File: src/rtl/tpu_pkg.sv
// Shared types and constants for the TPU result path.
// Holds the streamer FSM state enum plus the matrix and slot sizing.
package tpu_pkg;

    typedef enum logic {
        IDLE   = 1'b0,
        STREAM = 1'b1
    } stream_state_e;

    localparam int ELEMS_PER_MATRIX = 4;
    localparam int NUM_SLOTS        = 2;

endpackage

File: src/rtl/result_slot.sv
// One 2x2 result matrix buffer with per-column capture flags.
// elems is beat-ordered (row-major): C00, C01, C10, C11 from the low slice up.
module result_slot
    import tpu_pkg::*;
#(
    parameter int DATA_W = 8
) (
    input  logic                  clk,
    input  logic                  reset,
    input  logic                  cap_col1,
    input  logic                  cap_col2,
    input  logic                  commit,
    input  logic [DATA_W-1:0]     col1_row0,
    input  logic [DATA_W-1:0]     col1_row1,
    input  logic [DATA_W-1:0]     col2_row0,
    input  logic [DATA_W-1:0]     col2_row1,
    output logic [4*DATA_W-1:0]   elems,
    output logic                  complete,
    output logic                  partial
);

    logic [DATA_W-1:0] c00, c01, c10, c11;
    logic              got_col1, got_col2;

    always_ff @(posedge clk or negedge reset) begin
        if (!reset) begin
            c00      <= '0;
            c01      <= '0;
            c10      <= '0;
            c11      <= '0;
            got_col1 <= 1'b0;
            got_col2 <= 1'b0;
        end else begin
            if (cap_col1) begin
                c00 <= col1_row0;
                c10 <= col1_row1;
            end
            if (cap_col2) begin
                c01 <= col2_row0;
                c11 <= col2_row1;
            end
            // Flags clear on commit so the slot can be refilled; data stays for streaming.
            if (commit) begin
                got_col1 <= 1'b0;
                got_col2 <= 1'b0;
            end else begin
                got_col1 <= got_col1 | cap_col1;
                got_col2 <= got_col2 | cap_col2;
            end
        end
    end

    assign complete = (got_col1 | cap_col1) & (got_col2 | cap_col2);
    assign partial  = got_col1 | got_col2;
    assign elems    = {c11, c10, c01, c00};

endmodule

File: src/rtl/result_streamer.sv
// Ping-pong buffer that captures 2x2 accumulator results and streams them row-major.
// Optional RESULT_STREAMER_TAG_EN adds a 4-bit per-matrix sequence tag on m_tag.
module result_streamer
    import tpu_pkg::*;
#(
    parameter int DATA_W = 8
) (
    input  logic              clk,
    input  logic              reset,
    input  logic              acc1_full,
    input  logic              acc2_full,
    input  logic [DATA_W-1:0] acc1_mem_0,
    input  logic [DATA_W-1:0] acc1_mem_1,
    input  logic [DATA_W-1:0] acc2_mem_0,
    input  logic [DATA_W-1:0] acc2_mem_1,
`ifdef RESULT_STREAMER_TAG_EN
    output logic [3:0]        m_tag,
`endif
    output logic [DATA_W-1:0] m_data,
    output logic              m_valid,
    input  logic              m_ready,
    output logic              m_last,
    output logic              busy,
    output logic              overflow
);

    localparam logic [1:0] LAST_BEAT  = 2'(ELEMS_PER_MATRIX - 1);
    localparam logic [1:0] COUNT_FULL = 2'(NUM_SLOTS);

    stream_state_e     state, state_next;
    logic              full1_q, full2_q;
    logic              fill_ptr, rd_ptr;
    logic [1:0]        count, count_next;
    logic [1:0]        beat;
    logic              rise1, rise2, accept, cap1, cap2, commit, xfer, done;
    logic [NUM_SLOTS-1:0] slot_complete, slot_partial;
    logic [4*DATA_W-1:0]  slot_elems [NUM_SLOTS];
    logic [4*DATA_W-1:0]  cur_elems;
    logic [DATA_W-1:0]    beat_data;

    assign rise1  = acc1_full & ~full1_q;
    assign rise2  = acc2_full & ~full2_q;
    assign accept = (count != COUNT_FULL);
    assign cap1   = rise1 & accept;
    assign cap2   = rise2 & accept;
    assign commit = accept & slot_complete[fill_ptr];
    assign xfer   = m_valid & m_ready;
    assign done   = xfer & (beat == LAST_BEAT);

    for (genvar i = 0; i < NUM_SLOTS; i++) begin : g_slot
        result_slot #(.DATA_W(DATA_W)) u_slot (
            .clk       (clk),
            .reset     (reset),
            .cap_col1  (cap1 && (fill_ptr == 1'(i))),
            .cap_col2  (cap2 && (fill_ptr == 1'(i))),
            .commit    (commit && (fill_ptr == 1'(i))),
            .col1_row0 (acc1_mem_0),
            .col1_row1 (acc1_mem_1),
            .col2_row0 (acc2_mem_0),
            .col2_row1 (acc2_mem_1),
            .elems     (slot_elems[i]),
            .complete  (slot_complete[i]),
            .partial   (slot_partial[i])
        );
    end

    always_comb begin
        count_next = count;
        if (commit && !done)
            count_next = count + 2'd1;
        else if (!commit && done)
            count_next = count - 2'd1;
    end

    // Transition on next occupancy so a commit into an empty streamer shows m_valid one cycle later.
    always_comb begin
        state_next = state;
        case (state)
            IDLE:    if (count_next != 2'd0) state_next = STREAM;
            STREAM:  if (done && count_next == 2'd0) state_next = IDLE;
            default: state_next = IDLE;
        endcase
    end

    always_ff @(posedge clk or negedge reset) begin
        if (!reset) begin
            state    <= IDLE;
            full1_q  <= 1'b0;
            full2_q  <= 1'b0;
            fill_ptr <= 1'b0;
            rd_ptr   <= 1'b0;
            count    <= 2'd0;
            beat     <= 2'd0;
            overflow <= 1'b0;
        end else begin
            state   <= state_next;
            full1_q <= acc1_full;
            full2_q <= acc2_full;
            count   <= count_next;
            if (commit) fill_ptr <= ~fill_ptr;
            if (done)   rd_ptr   <= ~rd_ptr;
            if (xfer)   beat     <= beat + 2'd1;
            if ((rise1 | rise2) && !accept) overflow <= 1'b1;
        end
    end

    assign cur_elems = slot_elems[rd_ptr];

    always_comb begin
        beat_data = '0;
        case (beat)
            2'd0: beat_data = cur_elems[0*DATA_W +: DATA_W];
            2'd1: beat_data = cur_elems[1*DATA_W +: DATA_W];
            2'd2: beat_data = cur_elems[2*DATA_W +: DATA_W];
            2'd3: beat_data = cur_elems[3*DATA_W +: DATA_W];
            default: beat_data = '0;
        endcase
    end

    assign m_valid = (state == STREAM);
    assign m_data  = m_valid ? beat_data : '0;
    assign m_last  = m_valid && (beat == LAST_BEAT);
    assign busy    = (count != 2'd0) || (|slot_partial);

`ifdef RESULT_STREAMER_TAG_EN
    logic [3:0] tag_cnt;
    logic [3:0] slot_tag [NUM_SLOTS];

    always_ff @(posedge clk or negedge reset) begin
        if (!reset) begin
            tag_cnt <= 4'd0;
            for (int i = 0; i < NUM_SLOTS; i++) slot_tag[i] <= 4'd0;
        end else if (commit) begin
            slot_tag[fill_ptr] <= tag_cnt;
            tag_cnt            <= tag_cnt + 4'd1;
        end
    end

    assign m_tag = m_valid ? slot_tag[rd_ptr] : 4'd0;
`endif

endmodule
File: config.mk
export PLATFORM = sky130hd
export DESIGN_NAME = result_streamer
export DESIGN_NICKNAME = d
export VERILOG_FILES = /design/src/rtl/tpu_pkg.sv /design/src/rtl/result_slot.sv /design/src/rtl/result_streamer.sv
export SDC_FILE = /design/constraint.sdc
export NUM_CORES = 1
export LEC_CHECK = 0
export ABC_AREA = 1
export CAP_MARGIN = 20
export CORE_UTILIZATION = 55
export DETAILED_ROUTE_END_ITERATION = 7
export GPL_ROUTABILITY_DRIVEN = 0
export PLACE_DENSITY = 0.9
export SLEW_MARGIN = 25
export SYNTH_ARGS = -nofsm -noshare
export SYNTH_HDL_FRONTEND = slang
export SYNTH_SLANG_ARGS = --single-unit
File: constraint.sdc
create_clock -name clk -period 2.7 [get_ports clk]
set_clock_uncertainty 0.15 [all_clocks]
set_input_delay 0.675 -clock clk [delete_from_list [all_inputs] [get_ports clk]]
set_output_delay 0.675 -clock clk [all_outputs]
set_load 0.1 [all_outputs]
==> run_results.csv, run 1 <==
group,metric,value,unit
die,chipHeight,82.9,um
die,core,6350,um^2
clock_tree,clkTransAtPathRegs,80,ps
critical_path,endpoint_kind,"output pin",
die,die_w,82.9,um
logic_synthesis,synth_seq_cells,78,
final_layout,post-route-util,74.1,%
clock_tree,cts_max_level,3,
global_routing,grt_pass1_vias,3192,
sta,setup_slack,-46.9,ps
global_routing,grt_pass1_wl,14500,um
critical_path,startpoint_type,"flop",
logic_synthesis,synth_area,3600,um^2
clock_tree,cts_sinks,78,
drt,wl_per_cell,15.4,um
drt,wl_met2,4570,um
clock_tree,cts_buffers,9,
logic_synthesis,syn_area_per_cell,8.26,um^2
sta,fmax,0.364,GHz
sta,setup_violations,6,
sta,min_period_over_period,102,%
critical_path,rr_worst_depth,12,
drt,vias_per_cell,5.59,
global_routing,track_usage,27.2,%
critical_path,worst_r2r_endpoint,"m_valid",
sta,worstMarginPinSlew,410,ps
critical_path,path_max_fanout,16,
logic_synthesis,synthDistinctLibCells,21,
die,row_count,29,
clock_tree,cts_buffer_depth,2,
placement,io_buffers,48,
global_routing,overflow,0,
final_layout,area_growth,30.5,%
sta,slew_headroom,72.7,%
critical_path,worstPathRequired,1880,ps
critical_path,r2r_slack,740,ps
drt,ant_nets,0,
sta,rsz0062_at_grt,"true",
drt,first_pass_iters,5,
sta,fin_crit,2750,ps
global_routing,grt_max_degree,79,
final_layout,antenna_cells,0,
clock_tree,cts_tree,"yes",
min_path,hold_class,"in -> async",
final_layout,drive_gt1_share,17.3,%
placement,dp_hpwl,5870,um
status,status,"finished, violations left",
die,start_util,56.7,%
sta,timing.hold.ws,200,ps
drt,drtIter0Drc,262,
clock_tree,hold_buffers,0,
sta,drv_slew,0,
clock_tree,clkLatencyLatePin,350,ps
status,violations,"setup timing",
logic_synthesis,seq_area_frac_synth,54.2,%
drt,routed_wirelength,8760,um
flow_run,drv_cap,0,
drt,vias,3173,
logic_synthesis,syn-instance-count,436,
critical_path,arrival,1920,ps
drt,wl_met3,428,um
clock_tree,root_buffer,"clkbuf_8",
logic_synthesis,syn-num-nets,479,
drt,drc,0,
critical_path,critical_path_class,"reg -> out",
critical_path,r2r-start,"count[0]",
die,die_area,6880,um^2
drt,wl_met1,3330,um
logic_synthesis,synth_warnings,0,
drt,routed.top_layer,"met4",
die,io-pin-count,49,
global_routing,antenna_found_initial,0,
sta,final-hold-violation-count,0,
final_layout,fin_nets,530,
sta,fin_setup_tns,-113,ps
placement,post-place-ws,259,ps
-- critical path, cell delays in order (launching register included) --
cell and delay [ps]:
dfrtp_1 430, buf_4 160, ha_4 210, a21oi_1 170, nand3_1 110, a21oi_2 230, a211oi_4 80, buf_12 180
-- flip-flops by register name, indices dropped and copies added, names as in the netlist --
name / cells
m_valid: 1
count: 2
g_slot.u_slot.c10: 16
g_slot.u_slot.c00: 16
rd_ptr: 1
g_slot.u_slot.c11: 16
g_slot.u_slot.got_col1: 2
overflow: 1
g_slot.u_slot.c01: 16
full2_q: 1
full1_q: 1
fill_ptr: 1
g_slot.u_slot.got_col2: 2
beat: 2
-- what timing repair did --
item,in CTS,in global routing
resized for setup,14,0
cloned,1,0
pin swaps,6,0
setup buffers,3,1
setup endpoints to repair,8,8
-- layer usage --
layer / global-route usage [%] / vias up
li1: - / 1491
met1: 31.7 / 1528
met2: 45.6 / 118
met3: 4.77 / 36
met4: 19.1 / 0
met5: 0 / -
-- cells in the mapped netlist --
| cell | number | share of area [%] |
|---|---|---|
| nand3_2 | 4 | 1.1 |
| dfrtp_1 | 78 | 54 |
| nor2_1 | 3 | 0.31 |
| a21oi_1 | 37 | 5.1 |
| a211oi_1 | 8 | 1.7 |
| xor2_1 | 2 | 0.49 |
| buf_1 | 2 | 0.21 |
| clkbuf_1 | 15 | 1.6 |
| nand2_1 | 124 | 13 |
| buf_2 | 5 | 0.69 |
| inv_1 | 55 | 5.7 |
| inv_2 | 2 | 0.21 |
| nand4_2 | 1 | 0.35 |
| nand3_1 | 20 | 2.8 |
| nand4_1 | 1 | 0.17 |
| nand3b_1 | 1 | 0.21 |
| nor3_1 | 1 | 0.14 |
| nand2_2 | 2 | 0.35 |
| o21ai_0 | 65 | 9.0 |
| ha_1 | 6 | 2.1 |
| nor2_2 | 4 | 0.69 |
-- how the worst max path moves through the flow --
stage / to / startpoint / slack, ps / cells past startpoint
5_1_grt: m_data[4] / beat[1] / -110 / 7
2_1_floorplan: m_data[6] / beat[1] / -70 / 8
4_1_cts: m_data[2] / beat[0] / 4 / 7
3_5_place_dp: m_valid / acc2_full / 260 / 12
6_report: m_data[4] / beat[1] / -50 / 7
3_3_place_gp: m_data[6] / beat[1] / 300 / 7
-- cells in the final DEF, fill, tap and decap left out, types with 2 or more instances in the layout --
cell,count
nand2_1,124
buf_12,10
ha_1,3
inv_1,50
nand3_1,20
a21oi_2,14
nor2_2,4
inv_2,5
clkbuf_8,10
nand3_2,4
xor2_1,2
dfrtp_1,77
ha_4,2
o21ai_0,65
buf_6,3
nor2_1,3
clkinvlp_4,3
buf_4,13
a211oi_4,8
bufinv_16,2
a21oi_1,23
clkdlybuf4s50_1,35
nand2_2,2
-- final cells by class --
cell class / count / area [um^2]
clock buffer: 11 / 141
clock inverter: 4 / 72.6
fill: 422 / 1650
inverter: 57 / 221
multi-input combinational: 279 / 1530
sequential: 78 / 1960
tap: 77 / 96.3
timing repair buffer: 62 / 687
-- cells by family after synthesis --
family / share of synthesized area, %
buffers and inverters: 8.40
AOI/OAI and AO/OA: 15.8
DFF: 54.2
adders and majority gates: 2.08
xor gates and xnor gates: 0.486
and+or+nand+nor: 19.0
-- per-stage QoR --
step           std cells  cell area (um^2)
3_5_place_dp         548              4400
5_1_grt              568              4700
2_1_floorplan        436              3800
3_3_place_gp         548              4400
4_1_cts              567              4700
6_report             568              4700
Power of run 1 is not shown: default switching activity piles up to over one toggle a cycle in this logic, so the estimate is an artifact.
==> inputs of run 2 (changes only) <==
--- a/config.mk
+++ b/config.mk
@@ -5,7 +5,6 @@
 export SDC_FILE = /design/constraint.sdc
 export NUM_CORES = 1
 export LEC_CHECK = 0
-export ABC_AREA = 1
 export CAP_MARGIN = 20
 export CORE_UTILIZATION = 55
 export DETAILED_ROUTE_END_ITERATION = 7
==> run_results.csv, run 2 <==
group,metric,value,unit
status,status,"finished, violations left",
status,violations,"setup timing",
sta,worstMarginPinSlew,670,ps
clock_tree,cts_sinks,78,
final_layout,layout_common_cells,"dfrtp_1 (77), mux2_2 (65), clkdlybuf4s50_1 (35)",
logic_synthesis,seq_area_frac_synth,54.2,%
final_layout,fin_nets,364,
drt,drtIter0Drc,142,
drt,routed_wirelength,8870,um
critical_path,worst_r2r_endpoint,"g_slot[1].u_slot.c01[3]",
critical_path,startpoint_type,"flop",
drt,first_pass_iters,5,
sta,setup_violations,8,
critical_path,slowest_delay,450,ps
drt,vias,2467,
final_layout,layout.cells.non_filler,402,
die,core,6350,um^2
placement,post-place-ws,0.101,ps
global_routing,antenna_found_initial,0,
logic_synthesis,synth_area,3600,um^2
final_layout,seqCellArea,1950,um^2
die,die_w,82.9,um
drt,drc,0,
sta,drv_slew,0,
critical_path,worstPathRequired,1880,ps
sta,final-hold-violation-count,0,
final_layout,drive_gt1_share,44.3,%
critical_path,critical_path_class,"reg -> out",
die,chipHeight,82.9,um
clock_tree,cts_buffer_depth,2,
logic_synthesis,synth_warnings,0,
placement,dp_cells,380,
final_layout,post-route-util,76.2,%
logic_synthesis,ys.flop_type,"dfrtp_1",
logic_synthesis,ys_async_sr_fraction,100,%
clock_tree,root_buffer,"clkbuf_8",
sta,fmax,0.322,GHz
critical_path,path_max_fanout,4,
logic_synthesis,synth_top_area_cell,"dfrtp_1",
sta,rsz0062_at_grt,"true",
critical_path,worst-path-buf-inv,3,
final_layout,antenna_cells,0,
clock_tree,cts_buffers,9,
min_path,hold_class,"in -> async",
placement,dp_hpwl,5310,um
global_routing,grt_pass1_vias,2673,
clock_tree,cts_tree,"yes",
logic_synthesis,synth_edf_count,0,
logic_synthesis,synthDistinctLibCells,32,
sta,fin_crit,3100,ps
critical_path,cp_top_family,"flip-flops",
logic_synthesis,synth_most_common_cell,"dfrtp_1",
global_routing,track_usage,26.7,%
global_routing,grt_max_degree,48,
critical_path,critPathSlowestCell,"dfrtp_2",
final_layout,fill_cells,337,
drt,ant_nets,0,
sta,slew_headroom,55.3,%
critical_path,arrival,2280,ps
logic_synthesis,syn_area_per_cell,14.0,um^2
clock_tree,clkTransAtPathRegs,70,ps
sta,min_period_over_period,115,%
logic_synthesis,syn-num-nets,300,
drt,vias_per_cell,6.14,
logic_synthesis,syn-instance-count,257,
logic_synthesis,synthTopCellsByCount,"dfrtp_1 (78), mux2_2 (65), inv_1 (20)",
drt,wl_per_cell,22.1,um
die,start_util,56.7,%
critical_path,r2r-start,"count[0]",
logic_synthesis,synth.top_cell.area_share,54.2,%
die,die_area,6880,um^2
critical_path,cp_common_cell,"buf_6",
final_layout,layout_commonest_cell,"dfrtp_1",
clock_tree,clkLatencyLatePin,350,ps
critical_path,r2r_slack,460,ps
logic_synthesis,synth_area_leaders,"dfrtp_1 (54%), mux2_2 (20%), mux4_2 (5.0%), a222oi_1 (4.4%), ha_1 (2.1%)",
sta,setup_slack,-405,ps
critical_path,crit_start,"beat[0]",
critical_path,endpoint_kind,"output pin",
die,row_count,29,
sta,timing.hold.ws,183,ps
placement,io_buffers,48,
global_routing,overflow,0,
clock_tree,cts_max_level,3,
die,io-pin-count,49,
global_routing,grt_pass1_wl,14000,um
final_layout,area_growth,34.3,%
flow_run,drv_cap,0,
clock_tree,hold_buffers,0,
critical_path,crit_chain,"buf_6 -> ha_4 -> buf_6 -> a222oi_1 -> mux4_2 -> nor2b_4 -> buf_12",
final_layout,multi_input_area,1610,um^2
logic_synthesis,synth_seq_cells,78,
critical_path,rr_worst_depth,6,
-- run 2: changes by cell type after synthesis, sizes merged, moves of 7 or more --
cell / delta
nand2: -123
mux2: +65
o21ai: -59
inv: -37
a21oi: -36
nand3: -23
a222oi: +16
nor2b: +11
mux4: +8
a211oi: -7
-- run 2: final cells by class --
type	instances	share of cell area [%]
clock inverters	4	1.45
repair buffers	69	18.2
inverters	20	1.55
flip-flops and latches	78	40.4
well taps	77	1.99
multi-input cells	143	33.3
clock buffers	11	3.13
-- run 2: timing repair --
| item | CTS | global route |
|---|---|---|
| pin swaps | 13 | 5 |
| setup endpoints to repair | 8 | 8 |
| gates resized for setup | 12 | 1 |
| buffers inserted | 5 | 0 |
| gates cloned | 2 | 0 |
-- run 2: worst max path at each step --
stage / end / slack [ps] / depth (start not counted)
final: m_data[7] / -400 / 7
after global routing: m_data[7] / -470 / 7
after CTS: m_data[3] / -290 / 7
after detailed placement: m_data[3] / 0.1 / 7
after global placement: m_data[3] / 90 / 7
after floorplan: m_data[6] / -80 / 7
-- run 2: metrics by stage --
step	cell area, um^2	setup TNS (ps)
finish	4840	-2480
global route	4840	-2880
CTS	4830	-2010
detailed placement	4480	0
global placement	4480	0
floorplan	3710	-656
-- run 2: kinds of logic (layout without fill, tap and decap cells) --
group           after synthesis  count (layout)  share of synthesized area, %
fa+ha+maj                     7               7                          2.36
mux                          74              74                          25.6
compound gates               31              31                          7.78
flops                        78              78                          54.2
simple gates                 27              27                          5.11
xor+xnor                      4               4                         0.972
buf+inv                      36             104                          3.99
-- run 2: per-layer routing --
layer	vias up	track usage, %	wire, um
li1	1075	-	-
met1	1283	33.9	3630
met2	87	44.0	4530
met3	22	4.77	416
met4	0	14.4	291
met5	-	0	0
Power of run 2 is left out for the same reason.
==> inputs of run 3 (changes only) <==
--- a/config.mk
+++ b/config.mk
@@ -7,6 +7,7 @@
 export LEC_CHECK = 0
 export CAP_MARGIN = 20
 export CORE_UTILIZATION = 55
+export CTS_CLUSTER_DIAMETER = 150
 export DETAILED_ROUTE_END_ITERATION = 7
 export GPL_ROUTABILITY_DRIVEN = 0
 export PLACE_DENSITY = 0.9
@@ -14,3 +15,4 @@
 export SYNTH_ARGS = -nofsm -noshare
 export SYNTH_HDL_FRONTEND = slang
 export SYNTH_SLANG_ARGS = --single-unit
+export TNS_END_PERCENT = 10
==> constraint.sdc (replaced) <==
create_clock -name clk -period 3 [get_ports clk]
set_clock_uncertainty 0.15 [all_clocks]
set_input_delay 0.75 -clock clk [delete_from_list [all_inputs] [get_ports clk]]
set_output_delay 0.75 -clock clk [all_outputs]
set_load 0.1 [all_outputs]
==> run_results.csv, run 3 (synthesis gave the netlist of run 2 again) <==
group,metric,value,unit
clock_tree,clkLatencyLatePin,350,ps
placement,io_buffers,48,
critical_path,arrival,2140,ps
clock_tree,cts_tree,"yes",
sta,final-hold-violation-count,0,
global_routing,grt_pass1_wl,13700,um
drt,first_pass_iters,6,
final_layout,layout_commonest_cell,"dfrtp_1",
status,violations,"setup timing",
final_layout,layout_common_cells,"dfrtp_1 (77), mux2_2 (65), clkdlybuf4s50_1 (35)",
placement,post-place-ws,230,ps
die,start_util,56.7,%
sta,fmax,0.329,GHz
die,row_count,29,
clock_tree,hold_buffers,0,
critical_path,endpoint_kind,"output pin",
critical_path,slowest_delay,500,ps
global_routing,antenna_found_initial,0,
global_routing,overflow,0,
final_layout,antenna_cells,0,
sta,slew_headroom,64.5,%
global_routing,grt_max_degree,79,
final_layout,fin_nets,358,
clock_tree,cts_sinks,78,
sta,fin_crit,3040,ps
status,status,"finished, violations left",
clock_tree,cts_buffers,9,
clock_tree,cts_buffer_depth,2,
drt,drc,0,
global_routing,grt_pass1_vias,2661,
sta,worstMarginPinSlew,532,ps
die,die_w,82.9,um
global_routing,track_usage,26.2,%
min_path,hold_class,"in -> async",
placement,dp_hpwl,5230,um
die,io-pin-count,49,
drt,routed_wirelength,8250,um
critical_path,critPathSlowestCell,"mux4_2",
critical_path,crit_chain,"inv_2 -> ha_4 -> buf_6 -> a222oi_1 -> mux4_2 -> nor2b_4 -> buf_12",
final_layout,area_growth,28.6,%
sta,min_period_over_period,101,%
sta,drv_slew,0,
critical_path,worst-path-buf-inv,3,
flow_run,drv_cap,0,
final_layout,drive_gt1_share,42.5,%
die,chipHeight,82.9,um
drt,drtIter0Drc,224,
drt,wl_per_cell,20.8,um
critical_path,startpoint_type,"flop",
sta,setup_violations,8,
clock_tree,cts_max_level,3,
die,core,6350,um^2
clock_tree,root_buffer,"clkbuf_8",
critical_path,critical_path_class,"reg -> out",
final_layout,layout.cells.non_filler,397,
drt,vias,2388,
sta,rsz0062_at_grt,"true",
drt,vias_per_cell,6.02,
die,die_area,6880,um^2
critical_path,cp_top_family,"multiplexers",
drt,ant_nets,0,
critical_path,worstPathRequired,2100,ps
clock_tree,clkTransAtPathRegs,80,ps
placement,dp_cells,377,
critical_path,path_max_fanout,7,
sta,setup_slack,-36.5,ps
-- run 3: cell types whose count changed in the layout (fill, tap and decap cells not counted) --
| cell | delta |
|---|---|
| buf_12 | -8 |
| buf_16 | -2 |
| buf_4 | +2 |
| clkbuf_1 | +2 |
| and2_1 | +1 |
| and2_2 | -1 |
| buf_2 | +1 |
| buf_6 | +1 |
| bufinv_16 | -1 |
| clkinv_2 | -1 |
| clkinvlp_4 | +1 |
-- run 3: worst paths after layout --
check | cells after the start | to | start | slack, ps
hold reg to reg | 1 | overflow | overflow | 320
max in group asynchronous | 2 | beat[0] | reset | 2110
hold / removal | 2 | full2_q | reset | 260
setup reg to reg | 6 | g_slot[1].u_slot.c11[7] | count[0] | 810
min in group clk | 1 | overflow | overflow | 320
setup / recovery | 7 | m_data[6] | beat[0] | -40
-- run 3: per-stage QoR --
step	TNS [ps]	hold slack, ps	util (%)	area, um^2
floorplan	0	304	-	3670
global placement	0	303	68.6	4360
finish	-176	258	73.0	4630
global route	-704	288	73.0	4630
CTS	-197	278	73.0	4630
detailed placement	0	307	68.6	4360
-- run 3: area by class of cell --
cell class / instances / area [um^2]
fillers: 387 / 1720
clock buffers: 13 / 159
well taps: 77 / 96.3
repair buffers: 63 / 698
inverters: 20 / 75.1
clock inverters: 3 / 42.5
flip-flops and latches: 78 / 1950
multi-input cells: 143 / 1610
-- run 3: routing by layer --
layer / global-route usage [%] / routed length (um) / up-vias
li1: - / - / 1059
met1: 35.2 / 3510 / 1218
met2: 40.9 / 4080 / 90
met3: 4.47 / 404 / 21
met4: 14.1 / 251 / 0
met5: 0 / 0 / -
-- run 3: what timing repair did --
action / CTS / global route
gates cloned: 2 / 0
pin swaps: 8 / 3
setup buffers: 2 / 0
setup endpoints to repair: 8 / 8
resized for setup: 14 / 0
Power of run 3 is left out for the same reason.
